File: config.mk
export PLATFORM = sky130hd
export DESIGN_NAME = weight_lut_loader
export DESIGN_NICKNAME = d
export VERILOG_FILES = /design/src/rtl/weight_lut_pkg.sv /design/src/rtl/weight_lut_addr_gen.sv /design/src/rtl/weight_lut_loader.sv
export SDC_FILE = /design/constraint.sdc
export NUM_CORES = 1
export LEC_CHECK = 0
export CORE_MARGIN = 2
export CORE_UTILIZATION = 50
export DETAILED_ROUTE_END_ITERATION = 16
export GPL_TIMING_DRIVEN = 1
export PLACE_DENSITY = 0.81
export SYNTH_ARGS = -nofsm -noshare
export SYNTH_HDL_FRONTEND = slang
export SYNTH_SLANG_ARGS = --single-unit
File: constraint.sdc
create_clock -name clk -period 2.7 [get_ports clk]
set_clock_uncertainty 0.2 [all_clocks]
set_input_delay 0.54 -clock clk [delete_from_list [all_inputs] [get_ports clk]]
set_output_delay 0.54 -clock clk [all_outputs]
set_load 0.01 [all_outputs]
File: src/rtl/weight_lut_pkg.sv
// Shared constants and FSM state encoding for the weight LUT loader.
package weight_lut_pkg;
  localparam int NUM_BANKS  = 4;
  localparam int BANK_W     = 2;
  localparam int DEPTH      = 512;
  localparam int ADDR_W     = 9;
  localparam int DATA_W     = 8;
  localparam int CHECKSUM_W = 16;

  typedef enum logic [1:0] {
    ST_IDLE  = 2'd0,
    ST_LOAD  = 2'd1,
    ST_CHECK = 2'd2,
    ST_DONE  = 2'd3
  } state_e;
endpackage

File: src/rtl/weight_lut_addr_gen.sv
// Bank/address counter pair for the loader; bank is the fast-moving digit.
module weight_lut_addr_gen
  import weight_lut_pkg::*;
#(
  parameter int DEPTH  = weight_lut_pkg::DEPTH,
  parameter int ADDR_W = weight_lut_pkg::ADDR_W
) (
  input  logic              clk,
  input  logic              rst,
  input  logic              clr,
  input  logic              inc,
  output logic [BANK_W-1:0] bank,
  output logic [ADDR_W-1:0] addr,
  output logic              last
);
  logic bank_wrap;
  assign bank_wrap = (bank == BANK_W'(NUM_BANKS - 1));
  assign last      = bank_wrap && (addr == ADDR_W'(DEPTH - 1));

  always_ff @(posedge clk) begin
    if (rst || clr) begin
      bank <= '0;
      addr <= '0;
    end else if (inc) begin
      bank <= bank + 1'b1;
      if (bank_wrap) addr <= addr + 1'b1;
    end
  end
endmodule

File: src/rtl/weight_lut_loader.sv
// De-interleaves a byte stream into four weight banks with a 1-cycle write stage.
// Optional trailer checksum verification: define WEIGHT_LUT_LOADER_CHECKSUM_EN.
module weight_lut_loader
  import weight_lut_pkg::*;
#(
  parameter int DEPTH  = weight_lut_pkg::DEPTH,
  parameter int ADDR_W = weight_lut_pkg::ADDR_W,
  parameter int DATA_W = weight_lut_pkg::DATA_W
) (
  input  logic                 clk,
  input  logic                 rst,
  input  logic                 start,
  input  logic                 abort,
  input  logic                 in_valid,
  input  logic [DATA_W-1:0]    in_data,
  output logic                 in_ready,
  output logic [NUM_BANKS-1:0] wr_en,
  output logic [ADDR_W-1:0]    wr_addr,
  output logic [DATA_W-1:0]    wr_data,
  output logic                 rd_inhibit,
  output logic                 busy,
  output logic                 done,
  output logic                 err
);
  state_e            state;
  logic              acc, data_acc, go, last;
  logic [BANK_W-1:0] bank;
  logic [ADDR_W-1:0] addr;

  assign busy     = (state == ST_LOAD) || (state == ST_CHECK);
  assign in_ready = busy;
  assign done     = (state == ST_DONE);
  assign acc      = in_valid && in_ready;
  assign data_acc = acc && (state == ST_LOAD);
  // abort beats start when both arrive in IDLE
  assign go       = (state == ST_IDLE) && start && !abort;

  weight_lut_addr_gen #(.DEPTH(DEPTH), .ADDR_W(ADDR_W)) u_addr_gen (
    .clk  (clk),
    .rst  (rst),
    .clr  (go),
    .inc  (data_acc),
    .bank (bank),
    .addr (addr),
    .last (last)
  );

`ifdef WEIGHT_LUT_LOADER_CHECKSUM_EN
  logic [CHECKSUM_W-1:0] sum;
  logic [DATA_W-1:0]     chk_lo;
  logic                  chk_hi;
  logic                  match;

  assign match = ({in_data, chk_lo} == sum);

  always_ff @(posedge clk) begin
    if (rst || go) begin
      sum    <= '0;
      chk_lo <= '0;
      chk_hi <= 1'b0;
    end else begin
      if (data_acc) sum <= sum + CHECKSUM_W'(in_data);
      if (acc && (state == ST_CHECK) && !chk_hi) begin
        chk_lo <= in_data;
        chk_hi <= 1'b1;
      end
    end
  end
`endif

  always_ff @(posedge clk) begin
    if (rst) begin
      state      <= ST_IDLE;
      rd_inhibit <= 1'b0;
      err        <= 1'b0;
    end else begin
      case (state)
        ST_IDLE: if (go) begin
          state      <= ST_LOAD;
          rd_inhibit <= 1'b1;
          err        <= 1'b0;
        end
        ST_LOAD: begin
          // rd_inhibit is left high on abort: the banks hold a partial table
          if (abort) begin
            state <= ST_IDLE;
            err   <= 1'b1;
          end else if (data_acc && last) begin
`ifdef WEIGHT_LUT_LOADER_CHECKSUM_EN
            state <= ST_CHECK;
`else
            state      <= ST_DONE;
            rd_inhibit <= 1'b0;
`endif
          end
        end
`ifdef WEIGHT_LUT_LOADER_CHECKSUM_EN
        ST_CHECK: begin
          if (abort) begin
            state <= ST_IDLE;
            err   <= 1'b1;
          end else if (acc && chk_hi) begin
            state <= ST_DONE;
            if (match) rd_inhibit <= 1'b0;
            err <= !match;
          end
        end
`endif
        default: state <= ST_IDLE;
      endcase
    end
  end

  // Write stage: a beat accepted in the abort cycle still lands next cycle.
  always_ff @(posedge clk) begin
    if (rst) begin
      wr_en   <= '0;
      wr_addr <= '0;
      wr_data <= '0;
    end else begin
      wr_en <= data_acc ? (NUM_BANKS'(1) << bank) : '0;
      if (data_acc) begin
        wr_addr <= addr;
        wr_data <= in_data;
      end
    end
  end
endmodule
==> summary.md, run 1 <==
| Metric | Value |
|---|---|
| Initial Util | `52.7%` |
| Period Utilization, post-route | `89.6%` |
| Wire length per cell | `13.5 um` |
| Max transition margin | `75.1%` |
| Critical Path RT | `1.96 ns` |
| Via density | `5.52` |
| Combinational share of power | `13.6%` |
| Layout cells sized above 1 | `7.69%` |
| Vias post-DR | `1320` |
| Largest net degree at the start of global routing | `24` |
| Detailed Route WL | `3230 um` |
| Int Power | `0.807 mW` |
| Net Switching | `0.259 mW` |
| Sequential element share of the synthesized area | `49.6%` |
| First-pass GRT wire length | `5390 um` |
| Sw Share | `24.3%` |
| EDFF count, synth | `0` |
| Unrepaired setup endpoints after global routing | `false` |
| Fin. max-slew vios | `0` |
| DRT iter0 DRCs | `37` |
| Unique masters post-synth | `33` |
| Setup bufs post-CTS | `0` |
| First-pass DRT Iterations | `4` |
| Slew @ Worst Pin | `0.373 ns` |
| PortBufs | `38` |
| Post-Syn Area | `0.00145 mm2` |
| Cell Pwr Density | `551 mW/mm2` |
| Leakage power | `0.675 nW` |
| Cells after DPL | `231` |
| Critical Path Slowest Stage Cell | `clkdlybuf4s50_1` |
| Hold Fails Final Rpt | `0` |
| Commonest cells after routing, fill and taps aside | `41 x nand2_1, 38 x clkdlybuf4s50_1, 36 x dfxtp_1` |
| Commonest non-fill, non-tap cell in the layout | `nand2_1` |
| Dpl hpwl | `2420 um` |
| Fin cells | `239` |
| Inserted Clock Buffers | `5` |
| Startpoint Class | `flip-flop` |
| Yosys warnings | `0` |
| Max VDD drop | `0.509 mV` |
| CORE AREA | `0.00276 mm2` |
| Initial antenna violation count | `0` |
| Worst setup EP type | `output port` |
| Final ANT Viol Nets | `0` |
| H-tree levels | `2` |
| CP cell instances | `inv_1, ha_1, clkdlybuf4s50_1` |
| Finished Cell Area | `0.00193 mm2` |
| Total GRT Usage | `21.0%` |
| Pre-CTS setup slack | `0.450 ns` |
| Core Rows | `19` |
| Antenna diodes | `0` |
| CTS root buf | `clkbuf_4` |
| CTS resizes | `0` |
| IO Pins | `39` |
| Cts hold-fix bufs | `0` |
| Synth Register Bits | `36` |
| Die footprint | `0.00335 mm2` |
| CP arrival | `1.68 ns` |
| Fin Setup TNS | `0 ns` |
| Crit path kind | `flip-flop to output port` |
| Clk pwr share | `34.4%` |
| Maximum single-stage delay on the critical path | `0.54 ns` |
| Clock sink count | `36` |
| Max-cap violation count | `0` |
| Max clock buf depth | `2` |
| Worst-path fanout max | `5` |
| Top cells by area, synth | `dfxtp_1 50%, nand2_1 11%, a21oi_1 9.3%` |
| Die W | `57.9 um` |
| Ys async rst share | `0%` |
| Synthesized area per cell | `8.70 um2` |
| Final setup margin | `0.281 ns` |
| Hold Crit Class | `flip-flop to flip-flop` |
| Seq pwr share | `52.1%` |
| Fmax | `413 MHz` |
| GPL Wtd Cong | `0.738` |
| Layout net count | `226` |
| Post-DP Area | `0.00186 mm2` |
| Endpoints failing setup | `0` |
| Outcome | `finished, final reports clean` |
| Prevailing post-synth register cell | `dfxtp_1` |
| CTS tree | `yes` |
| Yosys top cell area share | `49.6%` |
| Worst-skew pair later-pin latency | `0.35 ns` |
| GRT overflow | `0` |
| Final hold slack | `0.259 ns` |
| Worst-path clk slew | `0.09 ns` |
| Final Critical Period | `2.42 ns` |
| Post-synth top area cell | `dfxtp_1` |
| DIE HEIGHT | `57.9 um` |
| Drc violations | `0` |
| Vias in the first global route | `1213` |
| Syn Nets | `186` |
| Post-Synthesis Cells | `167` |
| Area growth syn-to-layout | `33.2%` |
-- power groups by stage --
stage / clock (mW) / sequential [mW] / combinational, mW
6_report: 0.366 / 0.555 / 0.144
5_1_grt: 0.398 / 0.557 / 0.156
4_1_cts: 0.375 / 0.555 / 0.145
3_5_place_dp: 0 / 0.567 / 0.144
3_3_place_gp: 0 / 0.567 / 0.139
2_1_floorplan: 0 / 0.570 / 0.0770
-- synth_stat cells (all sizes together), types with 2 or more instances --
master / instances
nand2: 42
dfxtp: 36
a21oi: 27
ha: 6
clkbuf: 5
inv: 5
nand3: 5
nor2: 5
buf: 4
o31ai: 4
or4: 4
nand4: 3
nand2b: 2
nor3: 2
nor4b: 2
xor2: 2
-- sequential cells by signal (all words and copies together) (netlist names) --
signal           flops
rd_inhibit           1
wr_addr              9
wr_data              8
wr_en                4
err                  1
state                2
u_addr_gen.bank      2
u_addr_gen.addr      9
-- layer usage --
metal | track usage [%] | vias to the layer above | routed length [um]
li1 | - | 660 | -
met1 | 25.4 | 626 | 1390
met2 | 35.6 | 29 | 1640
met3 | 6.92 | 5 | 166
met4 | 5.98 | 0 | 38
met5 | 0 | - | 0
-- logic make-up after synthesis --
group | synth area share [%]
compound gates | 15.3
xor+xnor | 1.81
fa+ha+maj | 5.17
buf+inv | 4.31
flops | 49.6
simple gates | 23.8
-- per-stage QoR --
| stage | utilization (%) | total power [mW] |
|---|---|---|
| global route | 70.1 | 1.11 |
| finish | 70.1 | 1.07 |
| detailed placement | 67.4 | 0.711 |
| global placement | 67.4 | 0.705 |
| CTS | 70.1 | 1.07 |
| floorplan | - | 0.647 |
-- final cells by class --
| type | count | area, um2 |
|---|---|---|
| multi-input combinational | 117 | 669 |
| timing repair buffer | 42 | 410 |
| fill | 236 | 823 |
| clock inverter | 2 | 35.0 |
| sequential | 36 | 721 |
| clock buffer | 6 | 41.3 |
| tap | 31 | 38.8 |
| inverter | 5 | 18.8 |
-- worst paths after layout --
kind | startpoint | endpoint | slack, ns | cells after the start
setup / recovery | state[0] | busy | 0.28 | 3
hold / removal | wr_addr[0] | wr_addr[0] | 0.26 | 2
setup reg to reg | state[0] | u_addr_gen.addr[5] | 0.77 | 4
hold reg to reg | wr_addr[0] | wr_addr[0] | 0.26 | 2
-- worst max-delay path: cells and delay by family, from the launching register on --
family                     cells  cell delay (ns)
DFF                            1             0.43
buffers and inverters          2             0.61
adders and majority gates      1             0.30
Power figures use the tool's default switching activity.
==> run 2: changes to the inputs <==
--- a/config.mk
+++ b/config.mk
@@ -6,10 +6,10 @@
 export NUM_CORES = 1
 export LEC_CHECK = 0
 export CORE_MARGIN = 2
-export CORE_UTILIZATION = 50
+export CORE_UTILIZATION = 24
 export DETAILED_ROUTE_END_ITERATION = 16
 export GPL_TIMING_DRIVEN = 1
-export PLACE_DENSITY = 0.81
+export PLACE_DENSITY = 0.44
 export SYNTH_ARGS = -nofsm -noshare
 export SYNTH_HDL_FRONTEND = slang
 export SYNTH_SLANG_ARGS = --single-unit
==> summary.md, run 2 (synthesis results as in run 1) <==
| Metric | Value |
|---|---|
| Initial Util | `24.7% (-28 points)` |
| Layout net count | `227 (+0.44%)` |
| Die W | `81.8 um (+41%)` |
| H-tree levels | `2 (unchanged)` |
| Leakage power | `0.683 nW (+1.1%)` |
| Fin cells | `284 (+19%)` |
| Final setup margin | `0.371 ns (+0.0892 ns)` |
| IO Pins | `39 (unchanged)` |
| Worst-path clk slew | `0.07 ns (-0.02 ns)` |
| Antenna diodes | `0 (unchanged)` |
| Fmax | `429 MHz (+3.8%)` |
| Worst setup EP type | `output port` |
| Met1 usage | `13.7% (-12 points)` |
| Final hold slack | `0.256 ns (-0.00315 ns)` |
| Initial antenna violation count | `0 (unchanged)` |
| Worst-skew pair later-pin latency | `0.29 ns (-0.06 ns)` |
| Wire length per cell | `12.1 um (-11%)` |
| Inserted Clock Buffers | `5 (unchanged)` |
| Via density | `4.37 (-21%)` |
| Fin Setup TNS | `0 ns (unchanged)` |
| Worst-path fanout max | `5 (unchanged)` |
| GRT overflow | `0 (unchanged)` |
| Max clock buf depth | `2 (unchanged)` |
| DRT iter0 DRCs | `46 (+24%)` |
| PortBufs | `38 (unchanged)` |
| GPL Wtd Cong | `0.688 (-6.9%)` |
| Dpl hpwl | `2360 um (-2.5%)` |
| Die footprint | `0.00669 mm2 (+100%)` |
| Slew @ Worst Pin | `0.430 ns (+0.0565 ns)` |
| CTS root buf | `clkbuf_8` |
| Fin. max-slew vios | `0 (unchanged)` |
| Commonest cells after routing, fill and taps aside | `41 x nand2_1, 38 x clkdlybuf4s50_1, 36 x dfxtp_1` |
| Routing usage on met3 | `4.40% (-2.5 points)` |
| Layout cells sized above 1 | `7.66% (-0.037 points)` |
| CP arrival | `1.59 ns (-0.09 ns)` |
| CORE AREA | `0.00589 mm2 (+110%)` |
| First-pass DRT Iterations | `4 (unchanged)` |
| Critical Path RT | `1.96 ns (about the same)` |
| Area growth syn-to-layout | `38.4%` |
| Max-cap violation count | `0 (unchanged)` |
| Final ANT Viol Nets | `0 (unchanged)` |
| Total GRT Usage | `11.0% (-9.9 points)` |
| Hold Fails Final Rpt | `0 (unchanged)` |
| Crit path kind | `flip-flop to output port` |
| Cts hold-fix bufs | `0 (unchanged)` |
| Commonest non-fill, non-tap cell in the layout | `nand2_1` |
| Vias post-DR | `1240 (-6.1%)` |
| Outcome | `finished, final reports clean` |
| Setup bufs post-CTS | `0 (unchanged)` |
| Core Rows | `28 (+9)` |
| Vias in the first global route | `1182 (-2.6%)` |
| Largest net degree at the start of global routing | `24 (unchanged)` |
| Max transition margin | `71.3% (-3.8 points)` |
| CTS resizes | `0 (unchanged)` |
| CTS tree | `yes` |
| First-pass GRT wire length | `5580 um (+3.5%)` |
| Final Critical Period | `2.33 ns (-0.0892 ns)` |
| Clock sink count | `36 (unchanged)` |
| Drc violations | `0 (unchanged)` |
| Cells after DPL | `276 (+19%)` |
| Detailed Route WL | `3430 um (+6.2%)` |
| Hold Crit Class | `flip-flop to flip-flop` |
| Unrepaired setup endpoints after global routing | `false` |
| DIE HEIGHT | `81.8 um (+41%)` |
| Cell Pwr Density | `545 mW/mm2 (-1.1%)` |
| Max VDD drop | `0.215 mV (-58%)` |
| Startpoint Class | `flip-flop` |
| GRT Max-Usage Layer | `met2` |
| Endpoints failing setup | `0 (unchanged)` |
| Pre-CTS setup slack | `0.512 ns (+0.0625 ns)` |
| Regs by FF count | `u_addr_gen.addr (9), wr_addr (9), wr_data (8)` |
| Period Utilization, post-route | `86.3% (-3.3 points)` |
| Met2 Resource Use GR | `17.0% (-19 points)` |
| Fillers | `635 (+170%)` |
run 2: cell types whose count changed in the layout (fill, tap and decap cells not counted), sizes merged:
| cell | change |
|---|---|
| clkbuf | +2 |
| clkinv | -1 |
| buf | +1 |
| bufinv | -1 |
run 2: per-stage QoR:
stage	total power [mW]	utilization (%)	cell area, um2
5_1_grt	1.15	34.2	2010
2_1_floorplan	0.647	-	1450
3_3_place_gp	0.716	32.6	1920
6_report	1.09	34.2	2010
4_1_cts	1.11	34.2	2010
3_5_place_dp	0.714	32.6	1920
run 2: area by class of cell:
| cell class | count | area, um2 | share of cell area, % |
|---|---|---|---|
| flip-flops and latches | 36 | 721 | 35.8 |
| multi-input cells | 117 | 669 | 33.3 |
| repair buffers | 43 | 418 | 20.8 |
| well taps | 75 | 93.8 | 4.67 |
| clock buffers | 8 | 90.1 | 4.48 |
| inverters | 5 | 18.8 | 0.933 |
run 2: critical path: stages (launching register included):
cell and delay (ns):
dfxtp_1 0.42, inv_1 0.07, ha_1 0.29, clkdlybuf4s50_1 0.53
run 2: power by group:
group          internal [mW]  switching (mW)
sequential             0.544          0.0104
combinational         0.0700          0.0751
clock                  0.208           0.187
run 2: final timing paths:
path | from | to | slack, ns | depth (start not counted)
setup / recovery | state[0] | in_ready | 0.37 | 3
hold / removal | wr_data[6] | wr_data[6] | 0.26 | 2
setup reg to reg | u_addr_gen.bank[0] | u_addr_gen.addr[4] | 0.82 | 4
hold reg to reg | wr_data[6] | wr_data[6] | 0.26 | 2
run 2: routing by layer:
layer  wire length [um]  vias to the layer above
li1                   -                      660
met1               1680                      551
met2               1520                       27
met3                212                        2
met4                 25                        0
met5                  0                        -
==> run 3: changes to the inputs <==
--- a/config.mk
+++ b/config.mk
@@ -7,6 +7,7 @@
 export LEC_CHECK = 0
 export CORE_MARGIN = 2
 export CORE_UTILIZATION = 24
+export CTS_CLUSTER_DIAMETER = 40
 export DETAILED_ROUTE_END_ITERATION = 16
 export GPL_TIMING_DRIVEN = 1
 export PLACE_DENSITY = 0.44
==> results of run 3 <==
The final DEF is identical to that of run 2; final timing and power are the same.
